==> config.mk <==
export PLATFORM = sky130hd
export DESIGN_NAME = mem_port_arbiter_flat
export DESIGN_NICKNAME = d
export VERILOG_FILES = /design/src/rtl/mem_port_arbiter_if.sv /design/src/rtl/mem_port_arbiter.sv /design/src/flat_wrapper.sv
export SDC_FILE = /design/constraint.sdc
export NUM_CORES = 1
export LEC_CHECK = 0
export ABC_CLOCK_PERIOD_IN_PS = 1930
export CAP_MARGIN = 40
export CORE_AREA = 3 3 532 534
export DETAILED_ROUTE_END_ITERATION = 6
export DIE_AREA = 0 0 535 537
export GPL_TIMING_DRIVEN = 0
export MAX_ROUTING_LAYER = met4
export SYNTH_ARGS = -nofsm -noshare
export SYNTH_HDL_FRONTEND = slang
export SYNTH_SLANG_ARGS = --single-unit
==> constraint.sdc <==
create_clock -name clk -period 1.93 [get_ports clk]
set_input_delay 0.386 -clock clk [delete_from_list [all_inputs] [get_ports clk]]
set_output_delay 0.386 -clock clk [all_outputs]
set_load 0.005 [all_outputs]
==> src/rtl/mem_port_arbiter_if.sv <==
// +------------------------------------------------------------------------+
// | mem_port_arbiter_if : I-side, D-side and memory bus bundle             |
// | Rev 1.0                                                                |
// +------------------------------------------------------------------------+
`default_nettype none

interface mem_port_arbiter_if #(
  parameter int ADDR_WIDTH = 32,
  parameter int LINE_WIDTH = 256
);
  logic                  i_read;
  logic [ADDR_WIDTH-1:0] i_address;
  logic [LINE_WIDTH-1:0] i_rdata;
  logic                  i_resp;
  logic                  d_read;
  logic                  d_write;
  logic [ADDR_WIDTH-1:0] d_address;
  logic [LINE_WIDTH-1:0] d_wdata;
  logic [LINE_WIDTH-1:0] d_rdata;
  logic                  d_resp;
  logic                  mem_read;
  logic                  mem_write;
  logic [ADDR_WIDTH-1:0] mem_address;
  logic [LINE_WIDTH-1:0] mem_wdata;
  logic [LINE_WIDTH-1:0] mem_rdata;
  logic                  mem_resp;

  // Arbiter side
  modport master (
    input  i_read, i_address, d_read, d_write, d_address, d_wdata,
    input  mem_rdata, mem_resp,
    output i_rdata, i_resp, d_rdata, d_resp,
    output mem_read, mem_write, mem_address, mem_wdata
  );

  // Requester / memory side
  modport slave (
    output i_read, i_address, d_read, d_write, d_address, d_wdata,
    output mem_rdata, mem_resp,
    input  i_rdata, i_resp, d_rdata, d_resp,
    input  mem_read, mem_write, mem_address, mem_wdata
  );
endinterface

`default_nettype wire

==> src/rtl/mem_port_arbiter.sv <==
// +------------------------------------------------------------------------+
// | mem_port_arbiter : round-robin I/D arbiter for one line memory port    |
// | Rev 1.0                                                                |
// +------------------------------------------------------------------------+
`default_nettype none

module mem_port_arbiter #(
  parameter int ADDR_WIDTH = 32,
  parameter int LINE_WIDTH = 256
) (
  input  logic                clk,
  input  logic                rst,
  mem_port_arbiter_if.master  bus
);
  localparam logic [1:0] IDLE    = 2'd0;
  localparam logic [1:0] SERVE_I = 2'd1;
  localparam logic [1:0] SERVE_D = 2'd2;

  localparam logic GRANT_I = 1'b0;
  localparam logic GRANT_D = 1'b1;

  localparam logic [ADDR_WIDTH-1:0] ADDR_ZERO = '0;
  localparam logic [LINE_WIDTH-1:0] LINE_ZERO = '0;

  logic [1:0] state;
  logic [1:0] state_next;
  logic       last_grant;
  logic       last_grant_next;
  logic       i_req;
  logic       d_req;

  assign i_req = bus.i_read;
  assign d_req = bus.d_read | bus.d_write;

  always_comb begin
    state_next      = state;
    last_grant_next = last_grant;
    case (state)
      IDLE: begin
        // On a tie the side that was not granted last wins.
        if (i_req && (!d_req || last_grant == GRANT_D)) begin
          state_next      = SERVE_I;
          last_grant_next = GRANT_I;
        end else if (d_req) begin
          state_next      = SERVE_D;
          last_grant_next = GRANT_D;
        end
      end
      SERVE_I, SERVE_D: begin
        if (bus.mem_resp) state_next = IDLE;
      end
      default: state_next = IDLE;
    endcase
  end

  always_ff @(posedge clk) begin
    if (rst) begin
      state      <= IDLE;
      last_grant <= GRANT_D;
    end else begin
      state      <= state_next;
      last_grant <= last_grant_next;
    end
  end

  // Strobes come only from the registered state; requests never reach memory directly.
  always_comb begin
    bus.mem_read    = 1'b0;
    bus.mem_write   = 1'b0;
    bus.mem_address = ADDR_ZERO;
    bus.mem_wdata   = LINE_ZERO;
    bus.i_resp      = 1'b0;
    bus.d_resp      = 1'b0;
    case (state)
      SERVE_I: begin
        bus.mem_read    = 1'b1;
        bus.mem_address = bus.i_address;
        bus.i_resp      = bus.mem_resp;
      end
      SERVE_D: begin
        // An illegal read+write collapses to a write.
        bus.mem_read    = bus.d_read & ~bus.d_write;
        bus.mem_write   = bus.d_write;
        bus.mem_address = bus.d_address;
        bus.mem_wdata   = bus.d_wdata;
        bus.d_resp      = bus.mem_resp;
      end
      default: ;
    endcase
  end

  assign bus.i_rdata = bus.mem_rdata;
  assign bus.d_rdata = bus.mem_rdata;

endmodule

`default_nettype wire

==> src/flat_wrapper.sv <==
// flat-port wrapper written by rule: the top's interface ports become plain ports
module mem_port_arbiter_flat 
#(
  parameter int ADDR_WIDTH = 32,
  parameter int LINE_WIDTH = 256
)
  (clk, rst, bus_i_read, bus_i_address, bus_d_read, bus_d_write, bus_d_address, bus_d_wdata, bus_mem_rdata, bus_mem_resp, bus_i_rdata, bus_i_resp, bus_d_rdata, bus_d_resp, bus_mem_read, bus_mem_write, bus_mem_address, bus_mem_wdata);
  mem_port_arbiter_if #(.ADDR_WIDTH(ADDR_WIDTH), .LINE_WIDTH(LINE_WIDTH)) bus_i ();
  input  logic clk;
  input  logic rst;
  input wire logic [$bits(bus_i.i_read)-1:0] bus_i_read;
  input wire logic [$bits(bus_i.i_address)-1:0] bus_i_address;
  input wire logic [$bits(bus_i.d_read)-1:0] bus_d_read;
  input wire logic [$bits(bus_i.d_write)-1:0] bus_d_write;
  input wire logic [$bits(bus_i.d_address)-1:0] bus_d_address;
  input wire logic [$bits(bus_i.d_wdata)-1:0] bus_d_wdata;
  input wire logic [$bits(bus_i.mem_rdata)-1:0] bus_mem_rdata;
  input wire logic [$bits(bus_i.mem_resp)-1:0] bus_mem_resp;
  output wire logic [$bits(bus_i.i_rdata)-1:0] bus_i_rdata;
  output wire logic [$bits(bus_i.i_resp)-1:0] bus_i_resp;
  output wire logic [$bits(bus_i.d_rdata)-1:0] bus_d_rdata;
  output wire logic [$bits(bus_i.d_resp)-1:0] bus_d_resp;
  output wire logic [$bits(bus_i.mem_read)-1:0] bus_mem_read;
  output wire logic [$bits(bus_i.mem_write)-1:0] bus_mem_write;
  output wire logic [$bits(bus_i.mem_address)-1:0] bus_mem_address;
  output wire logic [$bits(bus_i.mem_wdata)-1:0] bus_mem_wdata;
  assign bus_i.i_read = bus_i_read;
  assign bus_i.i_address = bus_i_address;
  assign bus_i.d_read = bus_d_read;
  assign bus_i.d_write = bus_d_write;
  assign bus_i.d_address = bus_d_address;
  assign bus_i.d_wdata = bus_d_wdata;
  assign bus_i.mem_rdata = bus_mem_rdata;
  assign bus_i.mem_resp = bus_mem_resp;
  assign bus_i_rdata = bus_i.i_rdata;
  assign bus_i_resp = bus_i.i_resp;
  assign bus_d_rdata = bus_i.d_rdata;
  assign bus_d_resp = bus_i.d_resp;
  assign bus_mem_read = bus_i.mem_read;
  assign bus_mem_write = bus_i.mem_write;
  assign bus_mem_address = bus_i.mem_address;
  assign bus_mem_wdata = bus_i.mem_wdata;
  mem_port_arbiter #(.ADDR_WIDTH(ADDR_WIDTH), .LINE_WIDTH(LINE_WIDTH)) u_core (.clk(clk), .rst(rst), .bus(bus_i));
endmodule
* Word-level counts from Yosys, hierarchy flattened
Index checks and enable logic that the tools add are counted.
** Cells by class
- Equality and inequality tests :: 4
- Mux-type cells :: 12
- Bitwise gates (word level) :: 3
- Reduce and logical (&&, ||, !) cells :: 8
** Operators with widths (count)
- $mux 256 :: 1
- $pmux 32 s2 :: 1
- $mux 2 :: 3
- $mux 1 :: 5
- $pmux 2 s2 :: 1
- $reduce_and 2->1 :: 2
- $ne 3x1->1 const B :: 1
- $eq 2x1->1 const B :: 1
- $eq 2x2->1 const B :: 1
- $logic_not 2->1 :: 1
- $ne 2x2->1 const B :: 1
- $pmux 1 s2 :: 1
- $reduce_bool 2->1 :: 1
- $reduce_or 2->1 :: 1
- $and 1x1->1 :: 1
- $logic_and 1x1->1 :: 1
- $logic_not 1->1 :: 1
- $logic_or 1x1->1 :: 1
- $not 1->1 :: 1
- $or 1x1->1 :: 1
** Word-level totals
- Bits in registers :: 3
- Input port bits :: 582
- Output and inout bits :: 804
- Word-level logic and storage cells :: 29

* Longest topological paths before layout
- Depth after elaboration :: 6
- Depth in mapped cells :: 7
- Depth with buffers taken out :: 5

* Least setup slack after synthesis
No wires, ideal clock.
- Path type :: register -> output
- Start point :: reg u_core.state[0]
- End point :: out bus_mem_read
- Data arrival time :: 1132 ps
- Required time :: 1544 ps
- Slack :: 412 ps
- Cell stages (with the launch flop) :: 8
- Buffers on the path :: 2
- Cell sequence :: dfxtp_1 -> inv_1 -> ha_1 -> buf_2 -> buf_4 -> nand2_1 -> nor2_1 -> o21a_1
** On the way
- Cells in the longest elaborated chain, start to end :: 2
- Elaborated cells between the ends (all ways) :: 3
- Those cells by class :: 2 x eq/ne; 1 x mux
** Ends and longest elaborated chain
- start, declared :: line mem_port_arbiter.sv:25 : logic [1:0] state;
- start signal, assigned :: line mem_port_arbiter.sv:61 : state <= state_next;
- $eq 2x2->1 / $eq 2x1->1 (equally long branches) :: line mem_port_arbiter.sv:74 : case (state)
- $pmux 1 s2 * :: line mem_port_arbiter.sv:74
- end, declared :: line flat_wrapper.sv:23 : output wire logic [$bits(bus_i.mem_read)-1:0] bus_mem_read;
Every way passes the cells marked *; elsewhere a longest branch is shown, timed or not.

* Final worst setup path
- Start point :: reg u_core.state[0]
- End point :: out bus_mem_wdata[122]
** On the way
- Cells in the longest elaborated chain, start to end :: 2
** Ends and longest elaborated chain
- $eq 2x2->1 :: line mem_port_arbiter.sv:74
- $mux 256 :: line mem_port_arbiter.sv:74
- end, declared :: line flat_wrapper.sv:26 : output wire logic [$bits(bus_i.mem_wdata)-1:0] bus_mem_wdata;
Every way passes these cells.

==> results.txt <==
FILL cells - 32400
I/O pin cnt - 1386
Min Hold Slack - 0.519 ns
Gr usage total - 0.144
Hold Path Cell Cnt - 2
CP max FO - 5
Synth Flop Type - dfxtp_1
Final Hold Fails - 0
Drt wl/cell - 35.5 um
Post-DR vias/cell - 1.88
Tmin final - 2.31 ns
Max Clock Freq - 0.432 GHz
Compound-cell area share of the yosys netlist - 0.0449
Global-route wire length before repair - 233000 um
Post-Synth Adder-Cell Area - 0.00596
Final Skew - 0.00389 ns
Die X - 535 um
Total core area - 0.279 mm2
Leak - 10.0 nW
Logic pwr share - 0.956
Psw - 4.07 mW
Crit-path most repeated cell - buf_12
Number of H-tree levels - 1
Die Area - 0.287 mm2
GPL Wtd Cong - 0.893
Number of hold buffers added after cts - 0
Status - complete, but fails checks
Flop pwr share - 0.009
# port buffers - 1129
Seq/Total Area, Yosys - 0.00954
Vias in the first global route - 11000
Worst R2R Setup Slack - 0.40 ns
Largest family of logic cells by synthesized area - buffers and inverters
Multi-input gate area - 0.00297 mm2
Simple-Gate Fraction of Synth Area - 0.301
Most common cell after layout, fill and taps aside - clkdlybuf4s50_1
Root buffer cell - clkbuf_16
Worst-path cell chain - inv_4 -> ha_4 -> buf_12 -> buf_16 -> buf_12 -> buf_12 -> buf_8 -> buf_6 -> and2_4 -> buf_6
Clock Latency Late Sink - 0.23 ns
Synth Instances - 900
CTS sink cnt - 3
Worst-margin pin slew - 0.726 ns
Sequential cell area - 67.6 um2
Share of cells above drive strength 1 - 0.557
Net Count, Synth - 1485
CTS tree - done
P per Cell Area - 375 mW/mm2
Min-Delay Path Class - reg2reg
Startpoint types - flop
Hold endpoint - u_core.last_grant
Area contributors post-synth - buf_4, and2_1, a22oi_1, nor2b_1, clkbuf_1
Post-synthesis mux area share - 0
Antenna-violating nets left - 0
TNS Setup - -62.20 ns
WP data required - 1.54 ns
Initial antenna violation count - 173
Sw frac - 0.424
Fin worst setup slack - -0.383 ns
FP Rows - 194
MaxCap Viol Count - 0
Worst EP arrival - 1.93 ns
Post-Synth XOR/XNOR Area - 0
Largest net degree at the start of global routing - 11
Clock power share - 0.035
Reg2Reg Capture Point - u_core.state[1]
# setup viols final - 289
Cts bufs inserted - 3
Setup CP Type - reg2out
Distinct cells, synth - 22
Clock Pin Slew Worst Setup and Hold Paths - 0.03 ns
Final Max Tran Viols - 0
Critical path capture point type - output port
Path depth of the worst reg2reg path - 7
Failing checks - setup timing
Warning count from the yosys run - 0
Worst stage delay on the critical path - 0.34 ns
Pint - 5.54 mW
Final net count - 2740
Grt ovf - 0
Initial Utilization - 0.0226
Detailed Place HPWL - 203000 um
Total number of vias - 11200
Synthesized flop and latch total - 3
DRC viols - 0
Share of the synthesized area in the top cell type - 0.615
Rel. slew slack - 0.515
CP max stage cell - dfxtp_4
CTS max path bufs - 2
Die height - 537 um
Syn Area/Cell - 7.00 um2
Peak VDD IR - 320 uV
Commonest non-fill, non-tap cells in the layout - clkdlybuf4s50_1, buf_4, and2_4
Initial drt markers - 319
Mapped cell area - 0.00630 mm2
RSZ-0062 raised after global routing - true
Period utilization - 1.20
Cell taking the most area after synthesis - buf_4
Router iterations before antenna repair - 4
Asr flop ratio synth - 0
WL final - 212000 um
Post-synth EDFFs - 0
R2r startpoint - u_core.state[0]
Syn-to-layout area delta - 307%
Hold path startpoint - u_core.last_grant
[how the worst max path moves through the flow]
stage	depth (start not counted)	slack [ns]	to	start
2_1_floorplan	7	0.41	bus_mem_read	u_core.state[0]
3_3_place_gp	5	-1.70	bus_mem_address[28]	u_core.state[1]
3_5_place_dp	6	-1.59	bus_mem_wdata[24]	u_core.state[0]
4_1_cts	10	-0.46	bus_mem_wdata[122]	u_core.state[0]
5_1_grt	10	-0.42	bus_mem_wdata[122]	u_core.state[0]
6_report	10	-0.38	bus_mem_wdata[122]	u_core.state[0]
[worst max-delay path, delay by kind of cell, from the launching register on]
kind                       cells  cell delay, ns
adders and majority gates      1            0.17
buffers and inverters          8            0.96
DFF                            1            0.34
and+or+nand+nor                1            0.18
[sequential cells by signal, summed over array words and instances (netlist names)]
name,count
u_core.state,2
u_core.last_grant,1
[area by class of cell]
class / instances / area share
buffer: 544 / 0.172
inverter: 2 / 0.000391
timing repair buffer: 1257 / 0.514
tap: 3724 / 0.182
clock buffer: 4 / 0.00308
sequential: 3 / 0.00264
antenna: 105 / 0.0103
multi-input combinational: 344 / 0.116
[kinds of logic after synthesis]
| group | count (synthesis) |
|---|---|
| AND/OR/NAND/NOR | 302 |
| AO/OA/AOI/OAI | 39 |
| buffers and inverters | 553 |
| adder cells (fa/ha/maj) | 3 |
| flip-flops | 3 |
[what timing repair did]
action | CTS | global route
pin swaps | 16 | 21
endpoints found under the setup margin | 292 | 288
gates resized for setup | 1619 | 432
gates cloned | 18 | 5
buffers inserted | 76 | 46
[routing by layer]
| layer | GRT usage | up-vias | share of wire |
|---|---|---|---|
| li1 | - | 4923 | - |
| met4 | 0.0190 | 0 | 0.020 |
| met1 | 0.163 | 4965 | 0.40 |
| met2 | 0.211 | 1150 | 0.42 |
| met5 | - | - | 0 |
| met3 | 0.100 | 210 | 0.17 |
[power by group through the flow]
stage / logic (mW) / clock network (mW) / registers (mW)
finish: 9.18 / 0.338 / 0.0844
global route: 9.67 / 0.348 / 0.0859
detailed placement: 7.15 / 0 / 0.0798
CTS: 8.72 / 0.342 / 0.0847
floorplan: 1.75 / 0 / 0.0779
global placement: 7.07 / 0 / 0.0802
[stage by stage]
| stage | utilization | cell area (um2) | setup slack, ns | power (mW) | instances |
|---|---|---|---|---|---|
| detailed placement | 0.0805 | 22400 | -1.59 | 7.23 | 5762 |
| floorplan | - | 6300 | 0.412 | 1.83 | 900 |
| CTS | 0.0875 | 24400 | -0.459 | 9.15 | 5850 |
| global route | 0.0917 | 25600 | -0.419 | 10.1 | 5970 |
| global placement | 0.0798 | 22300 | -1.70 | 7.15 | 5753 |
| finish | 0.0919 | 25600 | -0.383 | 9.61 | 5983 |
[cell usage after synthesis, types with 2 or more instances]
master / instances
nor2_1: 2
clkbuf_1: 29
buf_4: 516
and2_1: 259
a22oi_1: 32
a21oi_1: 3
buf_2: 6
inv_1: 2
nor2b_1: 33
ha_1: 3
o21bai_1: 2
dfxtp_1: 3
(Power assumes the default switching activity.)
